## config.mk

```make
export PLATFORM = sky130hd
export DESIGN_NAME = sha_host_ctrl
export DESIGN_NICKNAME = d
export VERILOG_FILES = /design/src/rtl/sha_host_ctrl.sv
export SDC_FILE = /design/constraint.sdc
export NUM_CORES = 1
export LEC_CHECK = 0
export BUFFER_PORTS_ARGS = -buffer_cell sky130_fd_sc_hd__buf_4
export CAP_MARGIN = 20
export CELL_PAD_IN_SITES_DETAIL_PLACEMENT = 1
export CELL_PAD_IN_SITES_GLOBAL_PLACEMENT = 1
export CORE_ASPECT_RATIO = 1.1
export CORE_UTILIZATION = 39
export DETAILED_ROUTE_END_ITERATION = 10
export GPL_ROUTABILITY_DRIVEN = 0
export GPL_TIMING_DRIVEN = 0
export PLACE_DENSITY_LB_ADDON = 0.1
export SLEW_MARGIN = 5
export SYNTH_ARGS = -nofsm -noshare
export SYNTH_HDL_FRONTEND = slang
export SYNTH_SLANG_ARGS = --single-unit
export TNS_END_PERCENT = 10
```

## constraint.sdc

```tcl
create_clock -name clk -period 2.6 [get_ports clk]
set_input_delay 0.26 -clock clk [delete_from_list [all_inputs] [get_ports clk]]
set_output_delay 0.26 -clock clk [all_outputs]
set_load 0.02 [all_outputs]
```

## src/rtl/sha_host_ctrl.sv

```systemverilog
// sha_host_ctrl: loads a message into the SHA data BRAM, runs the engine,
// then streams the digest words back out of the BRAM.
// Ports:
//   clk, reset (async, active low)
//   in_valid/in_ready/in_data/in_last     message word stream
//   mem_sel/mem_addr/mem_we/mem_wdata/mem_rdata
//                                         data-memory port (1-cycle read latency)
//   length/start/stop                     engine handshake
//   out_valid/out_ready/out_data/out_last digest word stream
//   busy/err                              status
module sha_host_ctrl #(
    parameter int unsigned MAX_WORDS    = 511,
    parameter logic [8:0]  DIGEST_BASE  = 9'd0,
    parameter int unsigned DIGEST_WORDS = 5,
    parameter int unsigned TIMEOUT      = 65535
) (
    input  logic        clk,
    input  logic        reset,
    input  logic        in_valid,
    output logic        in_ready,
    input  logic [31:0] in_data,
    input  logic        in_last,
    output logic        mem_sel,
    output logic [8:0]  mem_addr,
    output logic        mem_we,
    output logic [31:0] mem_wdata,
    input  logic [31:0] mem_rdata,
    output logic [8:0]  length,
    output logic [1:0]  start,
    input  logic [2:0]  stop,
    output logic        out_valid,
    input  logic        out_ready,
    output logic [31:0] out_data,
    output logic        out_last,
    output logic        busy,
    output logic        err
);

    localparam logic [8:0]  MAX_W    = 9'(MAX_WORDS);
    localparam logic [8:0]  LAST_IDX = 9'(DIGEST_WORDS - 1);
    localparam logic [15:0] TMO_MAX  = 16'(TIMEOUT);

    typedef enum logic [2:0] {
        S_IDLE,
        S_LOAD,
        S_START,
        S_WAIT,
        S_RADDR,
        S_RDATA,
        S_ROUT,
        S_ERR
    } state_t;

    state_t      r_state;
    logic [8:0]  r_count;
    logic [8:0]  r_idx;
    logic [8:0]  r_length;
    logic [15:0] r_tmo;
    logic [1:0]  r_start;
    logic        r_mem_sel;
    logic        r_out_valid;
    logic        r_out_last;
    logic [31:0] r_out_data;
    logic        r_err;

    logic        w_load;
    logic        w_acc;
    logic        w_stop;
    logic [8:0]  w_cnt_nxt;

    // IDLE and LOAD both take message words; the first word always
    // lands at address 0 regardless of the previous message's count.
    assign w_load    = (r_state == S_IDLE) || (r_state == S_LOAD);
    assign w_acc     = in_valid & w_load;
    assign w_cnt_nxt = (r_state == S_IDLE) ? 9'd1 : r_count + 9'd1;
    assign w_stop    = |stop;

    assign in_ready  = w_load;
    assign mem_we    = w_acc;
    assign mem_wdata = w_acc ? in_data : 32'd0;
    assign mem_addr  = (r_state == S_LOAD)  ? r_count :
                       (r_state == S_RADDR) ? DIGEST_BASE + r_idx :
                       9'd0;

    assign mem_sel   = r_mem_sel;
    assign length    = r_length;
    assign start     = r_start;
    assign out_valid = r_out_valid;
    assign out_data  = r_out_data;
    assign out_last  = r_out_last;
    assign busy      = (r_state != S_IDLE);
    assign err       = r_err;

    always_ff @(posedge clk or negedge reset) begin
        if (!reset) begin
            r_state     <= S_IDLE;
            r_count     <= 9'd0;
            r_idx       <= 9'd0;
            r_length    <= 9'd0;
            r_tmo       <= 16'd0;
            r_start     <= 2'b00;
            r_mem_sel   <= 1'b1;
            r_out_valid <= 1'b0;
            r_out_last  <= 1'b0;
            r_out_data  <= 32'd0;
            r_err       <= 1'b0;
        end else begin
            unique case (r_state)
                S_IDLE, S_LOAD: begin
                    if (w_acc) begin
                        r_count <= w_cnt_nxt;
                        if (r_state == S_IDLE) begin
                            r_err <= 1'b0;
                        end
                        // A full buffer without in_last is an overflow;
                        // ERR refuses the next word so address MAX_W is never written.
                        if (in_last) begin
                            r_state <= S_START;
                        end else if (w_cnt_nxt == MAX_W) begin
                            r_state <= S_ERR;
                        end else begin
                            r_state <= S_LOAD;
                        end
                    end
                end
                S_START: begin
                    r_length  <= r_count;
                    r_mem_sel <= 1'b0;
                    r_start   <= 2'b01;
                    r_tmo     <= 16'd0;
                    r_state   <= S_WAIT;
                end
                S_WAIT: begin
                    r_tmo <= r_tmo + 16'd1;
                    // stop outranks a coincident timeout
                    if (w_stop && !stop[2]) begin
                        r_start   <= 2'b00;
                        r_mem_sel <= 1'b1;
                        r_idx     <= 9'd0;
                        r_state   <= S_RADDR;
                    end else if (w_stop || (r_tmo == TMO_MAX)) begin
                        r_start   <= 2'b00;
                        r_mem_sel <= 1'b1;
                        r_state   <= S_ERR;
                    end
                end
                S_RADDR: begin
                    r_state <= S_RDATA;
                end
                S_RDATA: begin
                    r_out_data  <= mem_rdata;
                    r_out_last  <= (r_idx == LAST_IDX);
                    r_out_valid <= 1'b1;
                    r_state     <= S_ROUT;
                end
                S_ROUT: begin
                    if (out_ready) begin
                        r_out_valid <= 1'b0;
                        if (r_out_last) begin
                            r_state <= S_IDLE;
                        end else begin
                            r_idx   <= r_idx + 9'd1;
                            r_state <= S_RADDR;
                        end
                    end
                end
                S_ERR: begin
                    r_err     <= 1'b1;
                    r_start   <= 2'b00;
                    r_mem_sel <= 1'b1;
                    r_state   <= S_IDLE;
                end
            endcase
        end
    end

endmodule
```

==> summary.txt <==
Fin crit share = 0.9223
Yosys Warn Count = 0
Cells on worst reg2reg path = 5
Area contributors post-synth = dfrtp_1 48%, mux2_2 8.4%, and3_1 5.2%
Static Leak = 3.004 nW
M1 WL = 5196 um
Slew Limit Fails = 0
Postcts setup bufs = 0
DRT antenna net count = 0
Hold_sp = mem_rdata[10]
CTS buffer count = 9
First-pass GRT wire length = 22,020 um
Peak VDD IR = 426.3 uV
CP arrival = 2.14 ns
Worst hold stages = 2
Setup Crit Path Kind = reg2out
FILL cells = 1,251
Via count = 4,067
Antenna violations before repair = 0
Drc violations = 0
Max clock buf depth = 2
Crit end category = output port
Max Clock Skew = 0.004535 ns
DR pass1 iterations = 4
Post-synthesis net count = 509
Vias/cell = 5.387
Core ar. = 10,540 um^2
Sequential share of the synthesized area = 0.4833
Final critical-path required period = 2.398 ns
CTS root buf = clkbuf_16
Largest net degree at the start of global routing = 84
CTS tree = yes
Share of cells above drive strength 1 = 0.3856
GRT Util Overall = 0.2500
Post-synth top area cell = dfrtp_1
Total grt overflow = 0
P&R area growth vs syn = 40.21%
Reg2Reg Setup Slack = 0.60 ns
Ys flop type = dfrtp_1
Fmax = 0.4170 GHz
R2r startpoint = r_state[0]$_DFFE_PN0P_
Max-Cap Viols = 0
Unrepaired setup endpoints after global routing = no
Gate Count Post-Synth = 433
IO buf count = 161
# H-tree levels = 3
Mean post-synth cell area = 9.932 um^2
EDFF count, synth = 0
WL met3 = 555 um
Vias in the first global route = 4,391
# setup viols final = 0
Synth top area share = 0.4772
Yosys reg bits = 83
Power Density = 1116 nW/um^2
Ant diodes = 0
Hpwl dp = 10,350 um
DIE AREA = 11,450 um^2
Routed len/inst = 18.14 um
Hold EP = out_data[10]$_DFFE_PN0P_
Clock Latency Late Sink = 0.35 ns
Clock-pin slew on the worst setup and hold paths = 0.07 ns
Status = finished, final reports clean
Worst slew pin tran = 1.016 ns
Clock sink total = 83
Synth async-reset ratio = 1.000
Total Wirelength = 13,690 um
Final number of hold-violating endpoints = 0
Met2 Wirelength = 7478 um
Post-layout nets = 683
Type of origin of the critical path = register
Max Used Layer = met4
Setup TNS = 0 ns
Row cnt = 39
Die height = 112.1 um
Final WS setup = 0.2019 ns
CP required = 2.34 ns
Critical register-to-register path endpoint = r_count[2]$_DFFE_PN0P_
Post-synthesis cell type count = 58
Slew headroom = 0.3173
Synthesized area = 4300 um^2
DRT iter0 DRCs = 111
# IOs = 163
Crit path max fanout = 10
Worst hold path type = in2reg
Die width = 102.1 um
Pre-CTS WS = 0.4114 ns
Initial Utilization = 0.4080
state kept, by name, indices dropped and copies added, names as in the netlist:
| register | flops |
|---|---|
| err | 1 |
| length | 9 |
| mem_sel | 1 |
| out_data | 32 |
| out_last | 1 |
| out_valid | 1 |
| r_count | 9 |
| r_idx | 9 |
| r_state | 3 |
| r_tmo | 16 |
| start | 1 |
synthesized netlist by cell type, drive strengths merged, types with 9 or more instances:
cell type,instances
dfrtp,82
nand2,60
and3,36
mux2,32
nor2,25
o21ai,19
a21oi,14
buf,14
clkbuf,12
nand4,12
inv,11
nand3,11
a22oi,9
area by class of cell:
class                           instances  area (um^2)  share of cell area
Buffer                                 26        138.9             0.02303
Clock buffer                            9        225.2             0.03735
Clock inverter                          7        76.32             0.01266
Inverter                               11        41.29            0.006848
Multi-Input combinational cell        313         2044              0.3391
Sequential cell                        83         2078              0.3447
Tap cell                              143        178.9             0.02967
Timing Repair Buffer                  163         1246              0.2067
layout by cell type (no fill, tap or decap), types with 5 or more instances in the layout:
master | netlist | final
a21oi_1 | 14 | 14
a22oi_1 | 9 | 9
a31oi_1 | 6 | 6
and2_1 | 5 | 5
and3_1 | 36 | 36
buf_2 | 6 | 6
buf_4 | 5 | 166
clkbuf_1 | 12 | 12
clkbuf_16 | 0 | 9
dfrtp_1 | 82 | 82
inv_1 | 10 | 10
mux2_2 | 32 | 32
mux2i_1 | 8 | 8
nand2_1 | 58 | 58
nand2b_1 | 5 | 5
nand3_1 | 10 | 10
nand4_1 | 10 | 10
nor2_1 | 24 | 23
nor3_1 | 8 | 8
o211ai_1 | 5 | 5
o21ai_0 | 19 | 19
o31ai_1 | 6 | 6
worst max-delay path by stage:
stage | startpoint | to | slack (ns)
after detailed placement | r_state[1]$_DFFE_PN0P_ | mem_wdata[20] | 0.41
final | r_state[2]$_DFFE_PN0P_ | mem_addr[1] | 0.20
after global placement | r_state[1]$_DFFE_PN0P_ | mem_wdata[16] | 0.50
after floorplan | r_state[1]$_DFFE_PN0P_ | mem_wdata[22] | 0.74
after global routing | r_state[2]$_DFFE_PN0P_ | mem_addr[1] | 0.06
after CTS | r_state[1]$_DFFE_PN0P_ | mem_wdata[20] | 0.008
per-layer routing:
metal | global-route usage | vias to the layer above
li1 | - | 1905
met1 | 0.2737 | 2022
met2 | 0.4582 | 105
met3 | 0.04608 | 35
met4 | 0.1152 | 0
met5 | 0 | -
through the flow:
step | cells | area, um^2 | hold slack (ns) | utilization | power, mW
2_1_floorplan | 433 | 4300 | -0.03559 | - | 4.056
3_3_place_gp | 737 | 5688 | 0.4640 | 0.5396 | 5.249
3_5_place_dp | 737 | 5688 | 0.4715 | 0.5396 | 5.428
4_1_cts | 753 | 5989 | 0.1307 | 0.5683 | 6.782
5_1_grt | 755 | 6030 | 0.1379 | 0.5721 | 7.141
6_report | 755 | 6030 | 0.1372 | 0.5721 | 6.726
kinds of logic (layout without fill, tap and decap cells):
group           count (synthesis)  count (layout)  share of synthesized area
other cells                     1               1                  0.0008720
xor+xnor                        5               5                    0.01018
fa+ha+maj                       4               4                    0.01164
simple gates                  186             186                     0.2313
flops                          83              83                     0.4833
mux                            40              40                     0.1024
compound gates                 77              77                     0.1184
buf+inv                        37             216                    0.04190
timing repair:
item	4_1_cts	5_1_grt
endpoints found under the setup margin	0	29
endpoints found under the hold margin	0	29
hold buffers	0	1
resized for setup	0	1
critical path, stage by stage, from the launching register on:
cell and delay (ns):
dfrtp_1 0.39, buf_6 0.15, clkbuf_1 0.22, nor2_1 0.54, a22oi_1 0.19, nor2_1 0.14, buf_4 0.15
power by group:
| part | internal (mW) | switching (mW) | total [mW] |
|---|---|---|---|
| registers | 1.75 | 0.361 | 2.11 |
| logic | 1.40 | 1.89 | 3.29 |
| clock network | 0.751 | 0.569 | 1.32 |
| total | 3.90 | 2.82 | 6.73 |
Note: power is estimated with default switching activity, not from simulation.
